$ cat config.mk
export PLATFORM = sky130hd
export DESIGN_NAME = branch_predict_ctrl
export DESIGN_NICKNAME = d
export VERILOG_FILES = /design/src/rtl/branch_predict_ctrl_pkg.sv /design/src/rtl/branch_predict_ctrl_bp_sat_ctr2.sv /design/src/rtl/branch_predict_ctrl.sv
export SDC_FILE = /design/constraint.sdc
export NUM_CORES = 2
export LEC_CHECK = 0
export CORE_MARGIN = 4
export CORE_UTILIZATION = 50
export CTS_BUF_LIST = sky130_fd_sc_hd__clkbuf_8
export DETAILED_ROUTE_END_ITERATION = 7
export PLACE_DENSITY_LB_ADDON = 0.1
export SYNTH_ARGS = -nofsm -noshare
export SYNTH_HDL_FRONTEND = slang
export SYNTH_SLANG_ARGS = --single-unit
$ cat constraint.sdc
create_clock -name clk -period 16.1 [get_ports clk]
set_clock_uncertainty 0.05 [all_clocks]
set_input_delay 3.22 -clock clk [delete_from_list [all_inputs] [get_ports clk]]
set_output_delay 3.22 -clock clk [all_outputs]
set_load 0.005 [all_outputs]
$ cat src/rtl/branch_predict_ctrl_pkg.sv
// Shared constants for the branch predictor: counter encodings, the counter
// reset value and the delay-slot skip used on a not-taken recovery.
package branch_predict_ctrl_pkg;

  localparam int unsigned CTR_W = 2;

  typedef logic [CTR_W-1:0] bp_ctr_t;

  localparam bp_ctr_t BP_SNT = 2'b00;
  localparam bp_ctr_t BP_WNT = 2'b01;
  localparam bp_ctr_t BP_WT  = 2'b10;
  localparam bp_ctr_t BP_ST  = 2'b11;

  localparam bp_ctr_t BP_CTR_RST = BP_WNT;

  localparam logic [31:0] BP_DS_OFFSET = 32'd8;

endpackage

$ cat src/rtl/branch_predict_ctrl_bp_sat_ctr2.sv
// bp_sat_ctr2: combinational 2-bit saturating counter update.
// Ports:
//   ctr_i   - current counter value
//   taken_i - resolved direction (1 = count up, 0 = count down)
//   ctr_o   - next counter value, saturating at BP_ST / BP_SNT
module bp_sat_ctr2
  import branch_predict_ctrl_pkg::*;
(
  input  bp_ctr_t ctr_i,
  input  logic    taken_i,
  output bp_ctr_t ctr_o
);

  always_comb begin
    ctr_o = ctr_i;
    if (taken_i) begin
      if (ctr_i != BP_ST) ctr_o = ctr_i + 2'd1;
    end else begin
      if (ctr_i != BP_SNT) ctr_o = ctr_i - 2'd1;
    end
  end

endmodule

$ cat src/rtl/branch_predict_ctrl.sv
// branch_predict_ctrl: 2-bit counter branch predictor with misprediction
// recovery for the 5-stage MIPS pipeline.
// Configuration macro: BP_GSHARE_EN (defined = gshare index with speculative
// global history; undefined = bimodal, no history registers).
// Ports:
//   clk, resetn                 - clock, async active-low reset
//   stall_D, stall_E            - stage hold signals
//   branch_D, pc_D              - D-stage branch and its PC
//   pred_take_D, ghr_snap_D     - prediction and history used for it
//   branch_E, pc_E, target_E    - E-stage branch, its PC and target
//   ghr_snap_E                  - history snapshot carried from D
//   actual_take_E, pre_right_E  - branch-check results
//   redirect_E, redirect_pc_E   - fetch redirect on mispredict
//   flush_D                     - kill wrong-path instruction in D
module branch_predict_ctrl
  import branch_predict_ctrl_pkg::*;
#(
  parameter int unsigned BHT_IDX_W = 10,
  parameter int unsigned GHR_W     = 8
) (
  input  logic              clk,
  input  logic              resetn,
  input  logic              stall_D,
  input  logic              stall_E,
  input  logic              branch_D,
  input  logic [31:0]       pc_D,
  output logic              pred_take_D,
  output logic [GHR_W-1:0]  ghr_snap_D,
  input  logic              branch_E,
  input  logic [31:0]       pc_E,
  input  logic [31:0]       target_E,
  input  logic [GHR_W-1:0]  ghr_snap_E,
  input  logic              actual_take_E,
  input  logic              pre_right_E,
  output logic              redirect_E,
  output logic [31:0]       redirect_pc_E,
  output logic              flush_D
);

  localparam int unsigned BHT_DEPTH = 1 << BHT_IDX_W;

  bp_ctr_t                ctr_q [BHT_DEPTH];
  bp_ctr_t                ctr_cur;
  bp_ctr_t                ctr_nxt;
  logic [BHT_IDX_W-1:0]   idx_D;
  logic [BHT_IDX_W-1:0]   idx_E;
  logic                   train;
  logic                   mis;
  logic                   unused_bits;

  // Training and recovery only happen when E actually advances. Redirect is
  // also gated by reset so it falls immediately when reset is asserted.
  assign train = branch_E & ~stall_E;
  assign mis   = resetn & train & ~pre_right_E;

`ifdef BP_GSHARE_EN
  logic [GHR_W-1:0] ghr_q;
  logic [GHR_W-1:0] ghr_d;

  // History folds into the low index bits only.
  assign idx_D = pc_D[BHT_IDX_W+1:2] ^ BHT_IDX_W'(ghr_q);
  assign idx_E = pc_E[BHT_IDX_W+1:2] ^ BHT_IDX_W'(ghr_snap_E);
  assign ghr_snap_D = ghr_q;

  // Recovery from the older E branch overrides the younger D shift.
  always_comb begin
    ghr_d = ghr_q;
    if (mis) begin
      ghr_d = {ghr_snap_E[GHR_W-2:0], actual_take_E};
    end else if (branch_D && !stall_D) begin
      ghr_d = {ghr_q[GHR_W-2:0], pred_take_D};
    end
  end

  always_ff @(posedge clk or negedge resetn) begin
    if (!resetn) ghr_q <= '0;
    else         ghr_q <= ghr_d;
  end

  assign unused_bits = ^{pc_D[31:BHT_IDX_W+2], pc_D[1:0]};
`else
  assign idx_D      = pc_D[BHT_IDX_W+1:2];
  assign idx_E      = pc_E[BHT_IDX_W+1:2];
  assign ghr_snap_D = '0;

  assign unused_bits = ^{pc_D[31:BHT_IDX_W+2], pc_D[1:0], ghr_snap_E, stall_D};
`endif

  // Prediction reads the registered table: no bypass from same-cycle training.
  assign pred_take_D = branch_D & ctr_q[idx_D][1];
  assign ctr_cur     = ctr_q[idx_E];

  bp_sat_ctr2 u_sat_ctr2 (
    .ctr_i   (ctr_cur),
    .taken_i (actual_take_E),
    .ctr_o   (ctr_nxt)
  );

  // Counter table
  always_ff @(posedge clk or negedge resetn) begin
    if (!resetn) begin
      for (int unsigned i = 0; i < BHT_DEPTH; i++) ctr_q[i] <= BP_CTR_RST;
    end else if (train) begin
      ctr_q[idx_E] <= ctr_nxt;
    end
  end

  // Redirect: taken goes to target, not-taken skips branch and delay slot.
  assign redirect_E    = mis;
  assign flush_D       = mis;
  assign redirect_pc_E = mis ? (actual_take_E ? target_E : pc_E + BP_DS_OFFSET) : 32'd0;

endmodule

==> flow_metrics.tcl <==
set metrics [dict create \
    hold_viol 0 \
    worstHoldEndpoint "ctr_q[1842]$_DFFE_PN1P_" \
    clockBufferDepth 4 \
    synth-compound-area-share_pct 15.6 \
    netlist_instances 10500 \
    layout_commonest_cell "nor2_1" \
    regArea_um2 52500 \
    setup_tns_ns 0 \
    worst_setup_path_end_kind "primary output" \
    fp.dieArea_um2 219000 \
    globalRouteOverflowTotal 0 \
    arrival_ns 8.28 \
    cts_setup_buffers 0 \
    ys.flop_type "dfstp_2" \
    synth-async-reset-ratio_pct 100 \
    critPathMaxFanout 46 \
    yosys_warnings 0 \
    synthDistinctLibCells 60 \
    holdPathStages 2 \
    num_rows 168 \
    vias 90000 \
    synthAdderAreaFrac_pct 0.0118 \
    syn_avg_cell_area_um2 10.1 \
    io_buffers 115 \
    cp-start-kind "input port" \
    rsz0062_at_grt "no" \
    top_regs "ctr_q x2048" \
    fin_crit_ns 11.55 \
    dpl_cell_area_um2 108000 \
    synthSimpleGateAreaFrac_pct 12.9 \
    cts_sinks 2048 \
    synth_top_family_by_area "multiplexers" \
    max_freq_ghz 0.0866 \
    critPathLaunch "pc_D[2]" \
    synth-seq-cells 2048 \
    clock_latency_ns 1.12 \
    ys_seq_area_share_pct 49.7 \
    final_cell_mix "nor2_1 (3,130), a31oi_1 (2,057), dfstp_2 (1,024), dfrtp_1 (1,024), mux2i_1 (906)" \
    max-cap-violations 0 \
    maxSlewViolCount 0 \
    min_path_type "flop to flop" \
    drc 0 \
    setup_viol 0 \
    viasPerCell 6.75 \
    grt_first_pass_wirelength_mm 597 \
    cts_root_buffer "clkbuf_8" \
    slew_headroom_pct 10.7 \
    synthesis.area_um2 106000 \
    power_leakage_uw 0.0464 \
    fp.dieH_um 468 \
    numCtsBuffers 368 \
    synth_edf_count 0 \
    layout.cells.non_filler 13300 \
    core_region_area_um2 210000 \
    cts_tree "done" \
    area_growth_pct 9.32 \
    largest_reg_flops 2048 \
    ir_drop_mv 0.0764 \
    dr.pass1.iters 8 \
    routedWlPerCell_um 30.7 \
    drive_gt1_share_pct 21.3 \
    dp_hpwl_mm 225 \
    gp_congestion 0.875 \
    fin_area_um2 116000 \
    grt_max_degree 231 \
    reg2reg_slack_ns 9.70 \
    antenna_found_initial 24 \
    final_nets 10300 \
    cts.htree.levels 5 \
    cp.required_ns 12.83 \
    period_share_pct 71.7 \
    min_from "ctr_q[1842]$_DFFE_PN1P_" \
    status "finished, final reports clean" \
    worstSetupPathType "input port to primary output" \
    synth_mux_area_share_pct 17.1 \
    drt-total-wl_mm 409 \
    track_usage_pct 36.7 \
    powerDensity_nw_per_um2 97.1 \
    r2r_end "ctr_q[379]$_DFFE_PN0P_" \
    initial_utilization_pct 50.4 \
    ant_nets 0 \
    fillers 18300 \
    num_io_pins 155 \
    multi_input_area_um2 49000 \
    synth_xor_area_share_pct 0.166 \
    ff2ff_path_depth 11 \
    ctsResizeCount 0 \
    rr_startpoint "ctr_q[1744]$_DFFE_PN1P_" \
    ctsHoldBuffers 0 \
    drt_iter0_drc 11700 \
    die_x_um 468 \
    cts.reportedPaths.clkPinSlew_ns 0.06 \
    regMostFlops "ctr_q" \
    worst_pin_slew_ns 1.34 \
    grt_pass1_vias 85700 \
    dp.cells 12600 \
]
[metrics by stage]
step / setup slack, ns / hold slack (ns) / power, uW / utilization (%)
6_report: 4.55 / 0.446 / 11200 / 55.1
4_1_cts: 4.58 / 0.447 / 11300 / 55.0
3_5_place_dp: 4.58 / 0.440 / 6340 / 51.5
5_1_grt: 4.48 / 0.454 / 11600 / 55.0
3_3_place_gp: 4.55 / 0.436 / 6320 / 51.5
2_1_floorplan: 6.38 / 0.429 / 5940 / -
[where the power goes]
part           switching [uW]  internal [uW]
logic                     707            250
clock network            2270           2680
registers                52.9           5270
[per-layer routing]
metal  vias up  track usage (%)  part of all wire (%)
li1      38400                -                     -
met1     45000             51.2                    39
met2      5464             52.9                    43
met3      1078             9.74                    12
met4        10             18.7                   5.4
met5         -                0                 0.016
[cells by family (layout without fill, tap and decap cells)]
kind of cell | count (synthesis) | count (layout)
AOI/OAI and AO/OA | 2623 | 2623
muxes | 1310 | 1310
buffers and inverters | 989 | 1007
xor gates and xnor gates | 20 | 20
and+or+nand+nor | 3489 | 3489
other | 1 | 31
DFF | 2048 | 2048
adders and majority gates | 1 | 1
[cells in the mapped netlist, types with 3 or more instances]
cell type	count	area [um2]
dfrtp_1	1024	25600
nand2_1	129	484
o22ai_1	423	2650
nor2_1	3132	11800
a31oi_1	2057	12900
dfstp_2	1024	26900
nand3_1	31	155
a32oi_1	11	96.3
and3_1	7	43.8
nor4_1	92	576
o211ai_1	3	22.5
mux4_2	397	8940
or4_1	7	52.6
buf_1	60	225
inv_1	9	33.8
o21ai_0	26	130
nor3b_1	6	45.0
a311oi_1	4	35.0
and2_1	4	25.0
clkbuf_1	443	1660
nand4_1	14	87.6
a22o_1	4	35.0
a221oi_1	5	43.8
and3b_1	4	35.0
a211oi_1	12	90.1
nor2b_1	8	50.1
nand4bb_1	5	56.3
buf_4	40	300
xnor2_1	11	96.3
buf_2	382	1910
nand4b_1	7	61.3
mux2_2	7	78.8
a21oi_1	28	140
xor2_1	9	78.8
a22oi_1	16	120
buf_6	54	608
or3_1	7	43.8
mux2i_1	906	9070
o2111ai_1	13	114
nor3_1	22	110
nand3b_1	4	30.0
o22a_1	11	96.3
[worst max-delay path: stages]
cell and delay, ns:
buf_8 0.51, buf_4 0.71, mux4_2 0.61, mux4_2 0.57, mux4_2 0.56, a22oi_1 0.53
nand3_1 0.24, o2111ai_1 0.21, o21ai_0 0.34, clkdlybuf4s50_1 0.56
[worst max path at each step]
| stage | to | cells after the start |
|---|---|---|
| 5_1_grt | pred_take_D | 11 |
| 6_report | pred_take_D | 10 |
| 3_3_place_gp | pred_take_D | 10 |
| 4_1_cts | pred_take_D | 10 |
| 2_1_floorplan | pred_take_D | 11 |
| 3_5_place_dp | pred_take_D | 10 |
[final cells by class]
class	instances	share of cell area [%]
multi-input cells	7451	42.3
clock inverters	179	0.649
clock buffers	483	5.75
well taps	2805	3.03
diodes	23	0.0498
flip-flops and latches	2048	45.4
inverters	10	0.0325
repair buffers	335	2.74
Power figures use the tool's default switching activity.
